==> config.mk <==
export PLATFORM = sky130hd
export DESIGN_NAME = mem_port_arbiter
export DESIGN_NICKNAME = d
export VERILOG_FILES = /design/src/rtl/mem_arb_pkg.sv /design/src/rtl/mem_arb_select.sv /design/src/rtl/mem_port_arbiter.sv
export SDC_FILE = /design/constraint.sdc
export NUM_CORES = 1
export LEC_CHECK = 0
export BUFFER_PORTS_ARGS = -buffer_cell sky130_fd_sc_hd__buf_2
export CAP_MARGIN = 30
export CORE_MARGIN = 10
export CORE_UTILIZATION = 50
export CTS_CLUSTER_SIZE = 20
export DETAILED_ROUTE_END_ITERATION = 8
export PLACE_DENSITY_LB_ADDON = 0.12
export SLEW_MARGIN = 25
export SYNTH_ARGS = -nofsm -noshare
export SYNTH_HDL_FRONTEND = slang
export SYNTH_SLANG_ARGS = --single-unit
==> constraint.sdc <==
create_clock -name clk -period 3.2 [get_ports clk]
set_clock_uncertainty 0.1 [all_clocks]
set_input_delay 0.64 -clock clk [delete_from_list [all_inputs] [get_ports clk]]
set_output_delay 0.64 -clock clk [all_outputs]
set_load 0.03 [all_outputs]
==> src/rtl/mem_arb_pkg.sv <==
// Shared constants for the two-port memory arbiter: FSM state encoding and grant IDs.
package mem_arb_pkg;

  localparam logic [1:0] ST_IDLE   = 2'd0;
  localparam logic [1:0] ST_ACCESS = 2'd1;
  localparam logic [1:0] ST_RESP   = 2'd2;

  localparam logic GNT_A = 1'b0;
  localparam logic GNT_B = 1'b1;

endpackage

==> src/rtl/mem_arb_select.sv <==
// Winner select between the fetch (A) and load/store (B) requesters.
// B normally wins; A is forced through after B_MAX_RUN back-to-back B grants.
module mem_arb_select
  import mem_arb_pkg::*;
#(
  parameter int B_MAX_RUN = 4
) (
  input  logic clk,
  input  logic rst,
  input  logic arb_en,
  input  logic req_a,
  input  logic req_b,
  output logic win
);

  localparam int RUN_W = $clog2(B_MAX_RUN + 1);

  logic [RUN_W-1:0] run;
  logic             a_starved;

  assign a_starved = req_a && (run == RUN_W'(B_MAX_RUN));

  // NOTE: assign a default before any branch so a combinational block never infers a latch.
  always_comb begin
    win = GNT_A;
    if (req_b && !a_starved) win = GNT_B;
  end

  // NOTE: state updates use non-blocking assignments so every register samples pre-edge values.
  always_ff @(posedge clk) begin
    if (rst) begin
      run <= '0;
    end else if (arb_en) begin
      if (!req_a || win == GNT_A) run <= '0;
      else if (req_b && run != RUN_W'(B_MAX_RUN)) run <= run + RUN_W'(1);
    end
  end

endmodule

==> src/rtl/mem_port_arbiter.sv <==
// Shares one single-port synchronous RAM between instruction fetch (A) and load/store (B),
// one transaction at a time, with a one-cycle dready pulse per completed transaction.
module mem_port_arbiter
  import mem_arb_pkg::*;
#(
  parameter int ADDR_W    = 7,
  parameter int DATA_W    = 32,
  parameter int RD_LAT    = 2,
  parameter int B_MAX_RUN = 4
) (
  input  logic                clk,
  input  logic                rst,
  input  logic                rea,
  input  logic [DATA_W/8-1:0] wea,
  input  logic [ADDR_W-1:0]   addra,
  input  logic [DATA_W-1:0]   dina,
  output logic [DATA_W-1:0]   douta,
  output logic                dreadya,
  input  logic                reb,
  input  logic [DATA_W/8-1:0] web,
  input  logic [ADDR_W-1:0]   addrb,
  input  logic [DATA_W-1:0]   dinb,
  output logic [DATA_W-1:0]   doutb,
  output logic                dreadyb,
  output logic                mem_en,
  output logic [DATA_W/8-1:0] mem_we,
  output logic [ADDR_W-1:0]   mem_addr,
  output logic [DATA_W-1:0]   mem_din,
  input  logic [DATA_W-1:0]   mem_dout
);

  localparam int BE_W  = DATA_W / 8;
  localparam int CNT_W = $clog2(RD_LAT + 1);

  logic [1:0]        state;
  logic              gnt;
  logic              is_wr;
  logic [ADDR_W-1:0] addr_q;
  logic [BE_W-1:0]   we_q;
  logic [DATA_W-1:0] din_q;
  logic [CNT_W-1:0]  cnt;
  logic              req_a, req_b, win;

  assign req_a = rea | (|wea);
  assign req_b = reb | (|web);

  mem_arb_select #(.B_MAX_RUN(B_MAX_RUN)) u_select (
    .clk    (clk),
    .rst    (rst),
    .arb_en (state == ST_IDLE),
    .req_a  (req_a),
    .req_b  (req_b),
    .win    (win)
  );

  always_ff @(posedge clk) begin
    if (rst) begin
      state  <= ST_IDLE;
      gnt    <= GNT_A;
      is_wr  <= 1'b0;
      addr_q <= '0;
      we_q   <= '0;
      din_q  <= '0;
      cnt    <= '0;
      douta  <= '0;
      doutb  <= '0;
    end else begin
      case (state)
        ST_IDLE: begin
          if (req_a || req_b) begin
            gnt <= win;
            cnt <= '0;
            state <= ST_ACCESS;
            if (win == GNT_B) begin
              addr_q <= addrb;
              we_q   <= web;
              din_q  <= dinb;
              is_wr  <= |web;
            end else begin
              addr_q <= addra;
              we_q   <= wea;
              din_q  <= dina;
              is_wr  <= |wea;
            end
          end
        end
        ST_ACCESS: begin
          if (is_wr) begin
            state <= ST_RESP;
          end else begin
            cnt <= cnt + CNT_W'(1);
            // Read data is valid on the last latency cycle; only the granted port captures it.
            if (cnt == CNT_W'(RD_LAT - 1)) begin
              if (gnt == GNT_B) doutb <= mem_dout;
              else              douta <= mem_dout;
              state <= ST_RESP;
            end
          end
        end
        ST_RESP: state <= ST_IDLE;
        default: state <= ST_IDLE;
      endcase
    end
  end

  always_comb begin
    mem_en   = 1'b0;
    mem_we   = '0;
    mem_addr = '0;
    mem_din  = '0;
    dreadya  = 1'b0;
    dreadyb  = 1'b0;
    if (state == ST_ACCESS) begin
      mem_en   = 1'b1;
      mem_addr = addr_q;
      mem_din  = din_q;
      mem_we   = is_wr ? we_q : '0;
    end else if (state == ST_RESP) begin
      dreadya = (gnt == GNT_A);
      dreadyb = (gnt == GNT_B);
    end
  end

endmodule

==> Word level (Yosys, flattened, before mapping) <==
Index checks and enable logic that the tools add are counted.
W data, S select, Z words.
{ "word_totals": {"wordCells": 66, "ff_bits": 116} }
{ "classes": {"n_reduce_logical": 18, "eq_ne": 8, "bitwise_logic": 5, "addsub": 2, "n_mux": 23} }
{ "op_table": {"columns": ["cell", "n"], "rows": [
  ["$mux W32", 2],
  ["$mux W7", 2],
  ["$mux W4", 3],
  ["$mux W2", 5],
  ["$pmux W2 S2", 2],
  ["$reduce_and A4 Y1", 2],
  ["$reduce_or A4 Y1", 2],
  ["$mux W1", 7],
  ["$mux W3", 2],
  ["$ne A3 B3 Y1 const B", 2],
  ["$reduce_and A2 Y1", 3],
  ["$eq A2 B1 Y1 const B", 2],
  ["$ne A2 B2 Y1 const B", 2],
  ["$reduce_bool A2 Y1", 2],
  ["$add A3 B1 Y3 const B", 1],
  ["$eq A3 B3 Y1 const B", 1],
  ["$logic_and A1 B1 Y1", 3],
  ["$not A1 Y1", 3],
  ["$reduce_and A3 Y1", 1],
  ["$add A2 B1 Y2 const B", 1],
  ["$eq A2 B2 Y1 const B", 1],
  ["$logic_not A1 Y1", 2],
  ["$logic_not A2 Y1", 1],
  ["$logic_or A1 B1 Y1", 2],
  ["$or A1 B1 Y1", 2]
]} }

==> Longest topological paths before layout <==
Gate-level depths: netlist of run 1.
{ "depth": {"depth_word": 10, "depth_mapped": 8, "depth_no_buf": 6} }

==> By module <==
A second synthesis of run 1 with hierarchy kept.
{ "hier_totals": {"hier_cells": 578, "area_unflattened_um2": 4962.3} }
{ "modules_own_cells": {"columns": ["mod", "cells_each", "instances", "seq_area_each_um2", "area_each_um2"], "rows": [
  ["mem_port_arbiter", 559, 1, 2262.2, 4779.6],
  ["mem_arb_select", 19, 1, 60.1, 182.7]
]} }

==> Worst setup path after synthesis of run 1 <==
OpenSTA, ideal clock, no wires.
{ "synth_timing": {"path_kind": "input to register", "from": "in wea[1]", "to": "reg we_q[1]", "arrival_time_ns": 2.112, "stages": 5, "required_ns": 2.981, "path_slack_ns": 0.870, "setup_time_ns": 0.119, "cell_sequence": "or4_1 -> o41a_1 -> buf_2 -> buf_6 -> o221a_2"} }
{ "synth_via": {"elab_chain_cells": 7} }
{ "synth_lines": {"columns": ["element", "line", "source"], "rows": [
  ["start, declared", "mem_port_arbiter.sv:14", "input logic [DATA_W/8-1:0] wea,"],
  ["$reduce_or A4 Y1", "mem_port_arbiter.sv:44", "assign req_a = rea | (|wea);"],
  ["$or A1 B1 Y1", "mem_port_arbiter.sv:44", null],
  ["$logic_and A1 B1 Y1", "mem_arb_select.sv:21", "assign a_starved = req_a && (run == RUN_W'(B_MAX_RUN));"],
  ["$logic_not A1 Y1", "mem_arb_select.sv:26", "if (req_b && !a_starved) win = GNT_B;"],
  ["$logic_and A1 B1 Y1", "mem_arb_select.sv:26", null],
  ["$mux W1", "mem_arb_select.sv:26", null],
  ["$mux W4", "mem_port_arbiter.sv:74", "if (win == GNT_B) begin"],
  ["end signal, assigned", "mem_port_arbiter.sv:76", "we_q <= web;"],
  ["end signal, assigned", "mem_port_arbiter.sv:81", "we_q <= wea;"],
  ["end, declared", "mem_port_arbiter.sv:39", "logic [BE_W-1:0] we_q;"]
]} }
Several ways; a longest one is shown, not always the timed one.
A chain may end at the register's enable or synchronous reset.

==> Worst setup path after layout of run 1 <==
{ "layout_timing": {"from": "reg state[0]", "to": "out mem_we[3]"} }
{ "layout_via": {"elab_chain_cells": 2} }
{ "layout_lines": {"columns": ["element", "line", "source"], "rows": [
  ["start, declared", "mem_port_arbiter.sv:35", "logic [1:0] state;"],
  ["start signal, assigned", "mem_port_arbiter.sv:58", "state <= ST_IDLE;"],
  ["start signal, assigned", "mem_port_arbiter.sv:73", "state <= ST_ACCESS;"],
  ["start signal, assigned", "mem_port_arbiter.sv:89", "state <= ST_RESP;"],
  ["$eq A2 B1 Y1", "mem_port_arbiter.sv:113", "if (state == ST_ACCESS) begin"],
  ["$mux W4", "mem_port_arbiter.sv:113", null],
  ["end, declared", "mem_port_arbiter.sv:26", "output logic [DATA_W/8-1:0] mem_we,"]
]} }
Every way passes these cells.

==> results of run 1 <==
==> stage by stage <==
stage,hold WS (ns),area (µm²)
after floorplan,0.353,5020
after global placement,0.339,6200
after detailed placement,0.343,6200
after CTS,0.253,6800
after global routing,0.255,6800
final,0.269,6800
==> cells in the final DEF (no fill, tap or decap), drive strengths merged, types with 3 or more instances in the layout <==
cell type  instances
clkbuf            22
and3               4
or2                4
buf              244
a21oi             81
nor2              43
dfxtp            116
ha                 3
or4                3
a311oi            38
clkinv             6
o21ai             40
nand3             40
inv                5
nand2            133
o221a              4
and2              39
bufinv             3
==> layer usage <==
| layer | wire length, µm | up-vias | track usage |
|---|---|---|---|
| li1 | - | 2612 | - |
| met3 | 1880 | 37 | 0.101 |
| met2 | 8210 | 269 | 0.371 |
| met4 | 412 | 0 | 0.100 |
| met5 | 0 | - | 0 |
| met1 | 6590 | 2512 | 0.252 |
==> final cells by class <==
class                      count  area (µm²)
fill                         844        2980
clock inverter                10         128
timing repair buffer         244        1270
inverter                       5        18.8
sequential                   116        2320
clock buffer                  22         473
multi-input combinational    455        2420
tap                          133         166
==> power by group through the flow <==
| stage | combinational, mW | sequential [mW] | clock [mW] |
|---|---|---|---|
| 3_3_place_gp | 0.592 | 1.62 | 0 |
| 6_report | 0.613 | 1.59 | 1.90 |
| 2_1_floorplan | 0.394 | 1.63 | 0 |
| 3_5_place_dp | 0.607 | 1.62 | 0 |
| 4_1_cts | 0.614 | 1.59 | 1.92 |
| 5_1_grt | 0.670 | 1.60 | 1.99 |
==> synth_stat cells (2+ instances only) <==
cell	number	area [µm²]
nand3_1	40	200
buf_6	6	67.6
inv_1	5	18.8
buf_2	5	25.0
nor2_1	43	161
a21oi_1	81	405
clkbuf_1	48	180
ha_1	3	37.5
a311oi_1	38	333
and3_1	4	25.0
and2_1	39	244
o221a_2	3	33.8
o41ai_1	2	17.5
or2_2	3	18.8
o211a_1	2	20.0
dfxtp_1	116	2320
nand2_1	133	499
or4_1	2	15.0
o21ai_0	40	200
==> sequential cells by signal, summed over array words and instances (netlist names) <==
signal	cells
addr_q	7
cnt	2
din_q	32
douta	32
doutb	32
gnt	1
is_wr	1
state	2
u_select.run	3
we_q	4
==> worst min path at each step <==
stage                                 startpoint                           end  cells after the start
detailed placement         doutb[9]$_SDFFE_PP0P_         doutb[9]$_SDFFE_PP0P_                      2
finish                              mem_dout[31]        doutb[31]$_SDFFE_PP0P_                      3
floorplan           u_select.run[1]$_SDFFE_PP0P_  u_select.run[1]$_SDFFE_PP0P_                      2
global route                        mem_dout[20]        douta[20]$_SDFFE_PP0P_                      3
CTS                                     addrb[3]        addr_q[3]$_SDFFE_PP0P_                      2
global placement          douta[14]$_SDFFE_PP0P_        douta[14]$_SDFFE_PP0P_                      2
==> worst max-delay path: cells and delay by family, from the launching register on <==
| kind | cells | cell delay [ns] |
|---|---|---|
| simple gates | 2 | 0.44 |
| buf+inv | 2 | 0.58 |
| flops | 1 | 0.38 |
==> logic make-up after synthesis <==
kind of cell	Yosys count	synth area share
simple gates	278	0.256
flops	116	0.463
buf+inv	64	0.0581
fa+ha+maj	3	0.00748
compound gates	174	0.216
==> results.yml, run 1 <==
run_status:
  status: "finished clean"
placed_design:
  place_congestion: 0.820
  dp_slack_ns: 0.406
  port_buffers: 231
  dp_hpwl_mm: 12.0
  post-place-cells: 953
floorplan:
  core_region_area_um2: 9770
  initial_core_util: 0.514
  die_area_um2: 14400
  rows: 36
  die_width_um: 120
  fp.dieH_um: 120
  ioPinCount: 232
critical_path:
  worstPathMaxFanout: 45
  critical_path_required_ns: 2.46
  cp-start-kind: "flip-flop"
  reg2reg_to: "douta[11]$_SDFFE_PP0P_"
  crit_end: "mem_we[3]"
  crit_chain: "nor2b_2 -> buf_4 -> and3_1 -> buf_2"
  slowest_delay_ns: 0.38
  worstSetupPathType: "flip-flop to primary output"
  end_kind: "primary output"
  r2r-start: "is_wr$_SDFFE_PP0P_"
  cp.arrival_ns: 1.93
  rr_worst_depth: 4
  cp-startpoint: "state[0]$_SDFFE_PP0P_"
  r2r_setup_slack_ns: 0.95
  slowest_stage: "dfxtp_1"
sta:
  layout_min_cycle_time_ns: 2.67
  fin_tns_setup_ns: 0
  hold_viol_final: 0
  finalSetupViolCount: 0
  drv_slew: 0
  tightest_slew_ns: 0.741
  fmax_ghz: 0.375
  max-slew-margin-rel: 0.506
  rsz0062_at_grt: "false"
  fin_crit_sh: 0.833
  setup_ws_ns: 0.533
detailed_routing:
  first_pass_iters: 5
  drtAntennaViolNets: 0
  viasPerCell: 5.51
  avgRoutedWirePerCell_um: 17.3
  num_vias: 5430
  drc_errors: 0
  wl_mm: 17.1
  drt_iter0_markers: 480
synthesis:
  ys_ff_latch: 116
  yosysSeqAreaShare: 0.463
  ys_types: 41
  syn_avg_cell_area_um2: 7.91
  synth_area_um2: 5020
  yosys_warnings: 0
  async_flop_share: 0
  synth_ff_type: "dfxtp_1"
  syn_inst: 635
  synth_fp_nets: 760
  synth_edf_count: 0
global_routing:
  first_global_vias: 5451
  grt.overflow.total: 0
  grt_pass1_wl_mm: 27.2
  grt_max_degree: 56
  antenna_found_initial: 0
  grt.total_usage: 0.227
hold_path:
  hp-class: "primary input to flip-flop"
clocking:
  cts-hold-fix-buffers: 0
  clk_latency_ns: 0.51
  clk_pin_slew_worst_paths_ns: 0.05
  clockRootBuffer: "clkbuf_8"
  ctsHtreeMaxLevel: 4
  cts_resized: 0
  cts_setup_buffers: 0
  numCtsBuffers: 17
  clockBufferDepth: 2
  clock-sinks: 116
  cts_tree: "done"
pwr:
  leakagePower_nw: 3.14
  p_per_area_nw_per_um2: 604
  clkPwrFrac: 0.463
  swShare: 0.262
  vdd.ir_drop.worst_mv: 0.337
  p_int_mw: 3.03
  finalPower_mw: 4.11
  seqPwrFrac: 0.388
  p_comb_frac: 0.149
  p_switching_mw: 1.08
final_layout:
  antennaDiodeCount: 0
  finish.net_count: 964
  finalNonFillerCells: 985
  final_util: 0.696
  syn_to_final_growth_pct: 35.4
  layout-drive-gt1-share: 0.339
flow_run:
  drv_cap: 0
Note: power is estimated with default switching activity, not from simulation.
==> run 2, diff against run 1 <==
CORE_UTILIZATION = 47   (was 50)
clock period = 2.5 ns   (was 3.2 ns; I/O delays follow)
==> run 2 against run 1 <==
Non-clock buffer count rose by 6. First-iteration DRC count fell by 2.5%. Sequential cell count stayed put. Critical path depth unchanged. Final area rose by 0.72%. Global-route usage shrank 0.35 points. Register-to-register slack worse by 0.70 ns. Largest cell class unchanged.
==> results.yml, run 2 (synthesis results as in run 1) <==
global_routing:
  grt_max_degree: 77
  grt.total_usage: 0.224
  grt.overflow.total: 0
  first_global_vias: 5453
  grt_pass1_wl_mm: 27.6
  antenna_found_initial: 0
detailed_routing:
  viasPerCell: 5.45
  drtAntennaViolNets: 0
  num_vias: 5424
  avgRoutedWirePerCell_um: 17.6
  drc_errors: 0
  wl_mm: 17.5
  first_pass_iters: 5
  drt_iter0_markers: 468
sta:
  fmax_ghz: 0.419
  hold_slack_ns: 0.135
  hold_viol_final: 0
  setup_ws_ns: 0.113
  fin_tns_setup_ns: 0
  finalSetupViolCount: 0
  fin_crit_sh: 0.955
  rsz0062_at_grt: "false"
  drv_slew: 0
  layout_min_cycle_time_ns: 2.39
  max-slew-margin-rel: 0.447
  tightest_slew_ns: 0.829
final_layout:
  reg_top3: "din_q: 32 flops, douta: 32 flops, doutb: 32 flops"
  finish.net_count: 970
  layout-drive-gt1-share: 0.344
  fillers: 912
  layout_commonest_cell: "buf_2"
  syn_to_final_growth_pct: 36.4
  final_cell_mix: "230 x buf_2, 133 x nand2_1, 116 x dfxtp_1, 80 x a21oi_1, 42 x nor2_1"
  final_util: 0.660
flow_run:
  drv_cap: 0
placed_design:
  place_congestion: 0.815
  dp_slack_ns: 0.0359
  dp_hpwl_mm: 12.3
  port_buffers: 231
floorplan:
  core_region_area_um2: 10400
  die_width_um: 123
  rows: 37
  die_area_um2: 15200
  ioPinCount: 232
  fp.dieH_um: 123
  initial_core_util: 0.484
critical_path:
  crit_buf_inv: 2
  worstPathMaxFanout: 27
  worstSetupPathType: "flip-flop to primary output"
  crit_chain: "nor2b_2 -> buf_4 -> and3_1 -> buf_2"
  slowest_stage: "dfxtp_1"
  critical_path_required_ns: 1.90
  slowest_delay_ns: 0.39
  cp-start-kind: "flip-flop"
  cp.arrival_ns: 1.79
  critPathTopFamily: "buffers and inverters"
  end_kind: "primary output"
clocking:
  cts_resized: 0
  clockBufferDepth: 2
  numCtsBuffers: 17
  cts-hold-fix-buffers: 0
  clockRootBuffer: "clkbuf_8"
  clk_pin_slew_worst_paths_ns: 0.06
  cts_setup_buffers: 0
  cts_tree: "done"
  clk_latency_ns: 0.51
  ctsHtreeMaxLevel: 4
  clock-sinks: 116
pwr:
  vdd.ir_drop.worst_mv: 0.462
  p_per_area_nw_per_um2: 760
  leakagePower_nw: 3.15
run_status:
  status: "finished clean"
hold_path:
  hp-class: "primary input to flip-flop"
## run 2: cell count changes in the layout (fill, tap and decap cells not counted)
cell	previous run	this run
buf_12	1	2
buf_4	13	18
bufinv_16	3	2
clkbuf_8	5	4
clkinv_2	6	2
clkinv_4	0	2
clkinvlp_4	1	4
diode_2	0	1
inv_6	0	1
## run 2: final cells by class
type                            count  area [µm²]  share of cell area
Antenna cell                        1        2.50            0.000365
Timing Repair Buffer              250        1330               0.194
Tap cell                          136         170              0.0248
Sequential cell                   116        2320               0.339
Multi-Input combinational cell    455        2420               0.354
Inverter                            5        18.8             0.00274
Clock buffer                       21         459              0.0671
Clock inverter                     11         126              0.0185
## run 2: worst paths after layout
kind,start,end,slack [ns],cells past startpoint
worst max-delay path,state[0]$_SDFFE_PP0P_,mem_we[3],0.11,4
worst min-delay path,mem_dout[21],doutb[21]$_SDFFE_PP0P_,0.14,3
worst max register to register,u_select.run[0]$_SDFFE_PP0P_,din_q[20]$_SDFFE_PP0P_,0.25,7
worst min register to register,douta[0]$_SDFFE_PP0P_,douta[0]$_SDFFE_PP0P_,0.35,2
## run 2: tightest hold or removal path, stage by stage
cell	delay (ns)
buf_2	0.10
nand2_1	0.05
a21oi_1	0.05
## run 2: where the power goes
part	switching, mW	internal, mW	total [mW]
clock	0.875	1.50	2.37
combinational	0.502	0.299	0.802
sequential	0.0612	1.97	2.03
## run 2: per-layer routing
metal / part of all wire / vias up / track usage
li1: - / 2628 / -
met1: 0.38 / 2529 / 0.255
met2: 0.49 / 240 / 0.377
met3: 0.11 / 27 / 0.0925
met4: 0.015 / 0 / 0.0648
met5: 0 / - / 0
## run 2: metrics by stage
step / std cells / total power [mW] / instance area (µm²)
global route: 994 / 5.43 / 6850
detailed placement: 962 / 2.86 / 6260
finish: 995 / 5.21 / 6850
global placement: 962 / 2.84 / 6260
CTS: 994 / 5.23 / 6850
floorplan: 635 / 2.59 / 5020
==> run 3, diff against run 2 <==
PLACE_DENSITY = 0.8   (was unset)
PLACE_DENSITY_LB_ADDON = unset   (was 0.12)
==> run 3 against run 2 <==
Worst hold slack about the same. Largest cell class unchanged. Combinational power about the same. Core utilization increased by 0.39 points. Wire length increased by 1.3%. Highest routed layer unchanged. Count of clock-buffer cells in the layout decreased by 2. Sequential power about the same. Maximum frequency increased by 1.8%. Worst setup slack improved by 0.042 ns. Power increased by 1.9%. Non-clock buffer count unchanged. Clock power increased by 4%.
==> results.yml, run 3 (synthesis results as in run 1) <==
run_status:
  status: "finished clean"
global_routing:
  met2_usage: 0.373
  grt_max_degree: 53
  grtUsageMet1: 0.243
  grt.overflow.total: 0
  first_global_vias: 5383
  grt_pass1_wl_mm: 27.1
  grt.busiest_layer: "met2"
  met3_usage: 0.0889
  antenna_found_initial: 0
  grt.total_usage: 0.220
clocking:
  clk_latency_ns: 0.50
  numCtsBuffers: 17
  clockRootBuffer: "clkbuf_8"
  ctsHtreeMaxLevel: 4
  cts_tree: "done"
  clk_pin_slew_worst_paths_ns: 0.06
  cts-hold-fix-buffers: 0
  clock-sinks: 116
  clockBufferDepth: 2
placed_design:
  dp_slack_ns: -0.00482
  dp_hpwl_mm: 13.0
  port_buffers: 231
  place_congestion: 0.822
detailed_routing:
  drt_iter0_markers: 465
  num_vias: 5594
  viasPerCell: 5.63
  drtAntennaViolNets: 0
  wl_mm: 17.8
  first_pass_iters: 5
  drc_errors: 0
  avgRoutedWirePerCell_um: 17.9
sta:
  tightest_slew_ns: 0.720
  hold_viol_final: 0
  setup_ws_ns: 0.155
  rsz0062_at_grt: "false"
  finalSetupViolCount: 0
  layout_min_cycle_time_ns: 2.35
  fin_crit_sh: 0.938
  drv_slew: 0
  max-slew-margin-rel: 0.520
  fmax_ghz: 0.426
critical_path:
  cp-startpoint: "state[0]$_SDFFE_PP0P_"
  r2r-start: "state[0]$_SDFFE_PP0P_"
  reg2reg_to: "douta[25]$_SDFFE_PP0P_"
  slowest_stage: "dfxtp_1"
  rr_worst_depth: 4
  r2r_setup_slack_ns: 0.27
  crit_chain: "nor2b_2 -> buf_6 -> and3_1 -> buf_2"
  worstPathMaxFanout: 33
  slowest_delay_ns: 0.39
  critical_path_required_ns: 1.90
  end_kind: "primary output"
  cp-start-kind: "flip-flop"
  cp.arrival_ns: 1.75
  worstSetupPathType: "flip-flop to primary output"
pwr:
  vdd.ir_drop.worst_mv: 0.460
  leakagePower_nw: 3.17
  finalPower_mw: 5.31
  p_per_area_nw_per_um2: 770
final_layout:
  finish.net_count: 970
  syn_to_final_growth_pct: 37.2
  layout_commonest_cell: "buf_2"
  antennaDiodeCount: 0
  final_cell_mix: "230 x buf_2, 133 x nand2_1, 116 x dfxtp_1, 80 x a21oi_1, 42 x nor2_1"
  reg_top3: "din_q: 32 flops, douta: 32 flops, doutb: 32 flops"
  layout-drive-gt1-share: 0.344
hold_path:
  holdPathStages: 3
  hp-start: "mem_dout[11]"
  hold_path_end: "doutb[11]$_SDFFE_PP0P_"
  hp-class: "primary input to flip-flop"
floorplan:
  core_region_area_um2: 10400
  ioPinCount: 232
  die_width_um: 123
  die_area_um2: 15200
  fp.dieH_um: 123
  rows: 37
  initial_core_util: 0.484
flow_run:
  drv_cap: 0
run 3: cell types whose count changed in the layout (fill, tap and decap cells not counted):
cell	change
a21oi_2	-1
a21oi_4	+1
buf_12	+1
buf_4	-2
buf_6	+1
bufinv_16	+1
clkbuf_8	-2
clkinv_2	-1
clkinvlp_4	-1
diode_2	-1
inv_6	+2
inv_8	+1
run 3: worst max-delay path: cells and delay by family (launching register included):
kind	cells	cell delay [ns]
and+or+nand+nor	2	0.41
DFF	1	0.39
buffers and inverters	2	0.45
run 3: per-stage QoR:
stage	TNS (ns)	cell area (µm²)	instances	hold slack (ns)	utilization
floorplan	0	5020	635	0.353	-
global placement	0	6270	962	0.339	0.605
detailed placement	-0.00482	6270	962	0.343	0.605
CTS	0	6880	994	0.119	0.663
global route	0	6890	994	0.127	0.664
finish	0	6890	994	0.135	0.664
run 3: report_power, final:
group / internal (mW) / leakage, nW / switching, mW / total (mW)
clock network: 1.56 / 0.287 / 0.906 / 2.47
logic: 0.305 / 1.94 / 0.499 / 0.804
registers: 1.97 / 0.948 / 0.0633 / 2.03
run 3: metal layers:
metal	part of all wire	up-vias
li1	-	2640
met1	0.37	2617
met2	0.49	296
met3	0.11	41
met4	0.029	0
met5	0	-
run 3: what timing repair did:
item                                   4_1_cts  5_1_grt
buffers inserted                             0        0
resized for setup                            0        2
endpoints found under the hold margin        0        0
setup endpoints to repair                    0        6
run 3: area by class of cell:
type / count / area [µm²]
inverters: 5 / 18.8
clock inverters: 13 / 173
well taps: 136 / 170
multi-input cells: 455 / 2430
fillers: 848 / 3480
repair buffers: 250 / 1340
flip-flops and latches: 116 / 2320
clock buffers: 19 / 432
run 3: worst max path at each step:
stage	end	slack, ns
after floorplan	we_q[1]$_SDFFE_PP0P_	0.31
after global placement	din_q[2]$_SDFFE_PP0P_	0.12
after detailed placement	din_q[3]$_SDFFE_PP0P_	-0.005
after CTS	mem_we[3]	0.08
after global routing	mem_we[3]	0.03
final	mem_we[3]	0.15
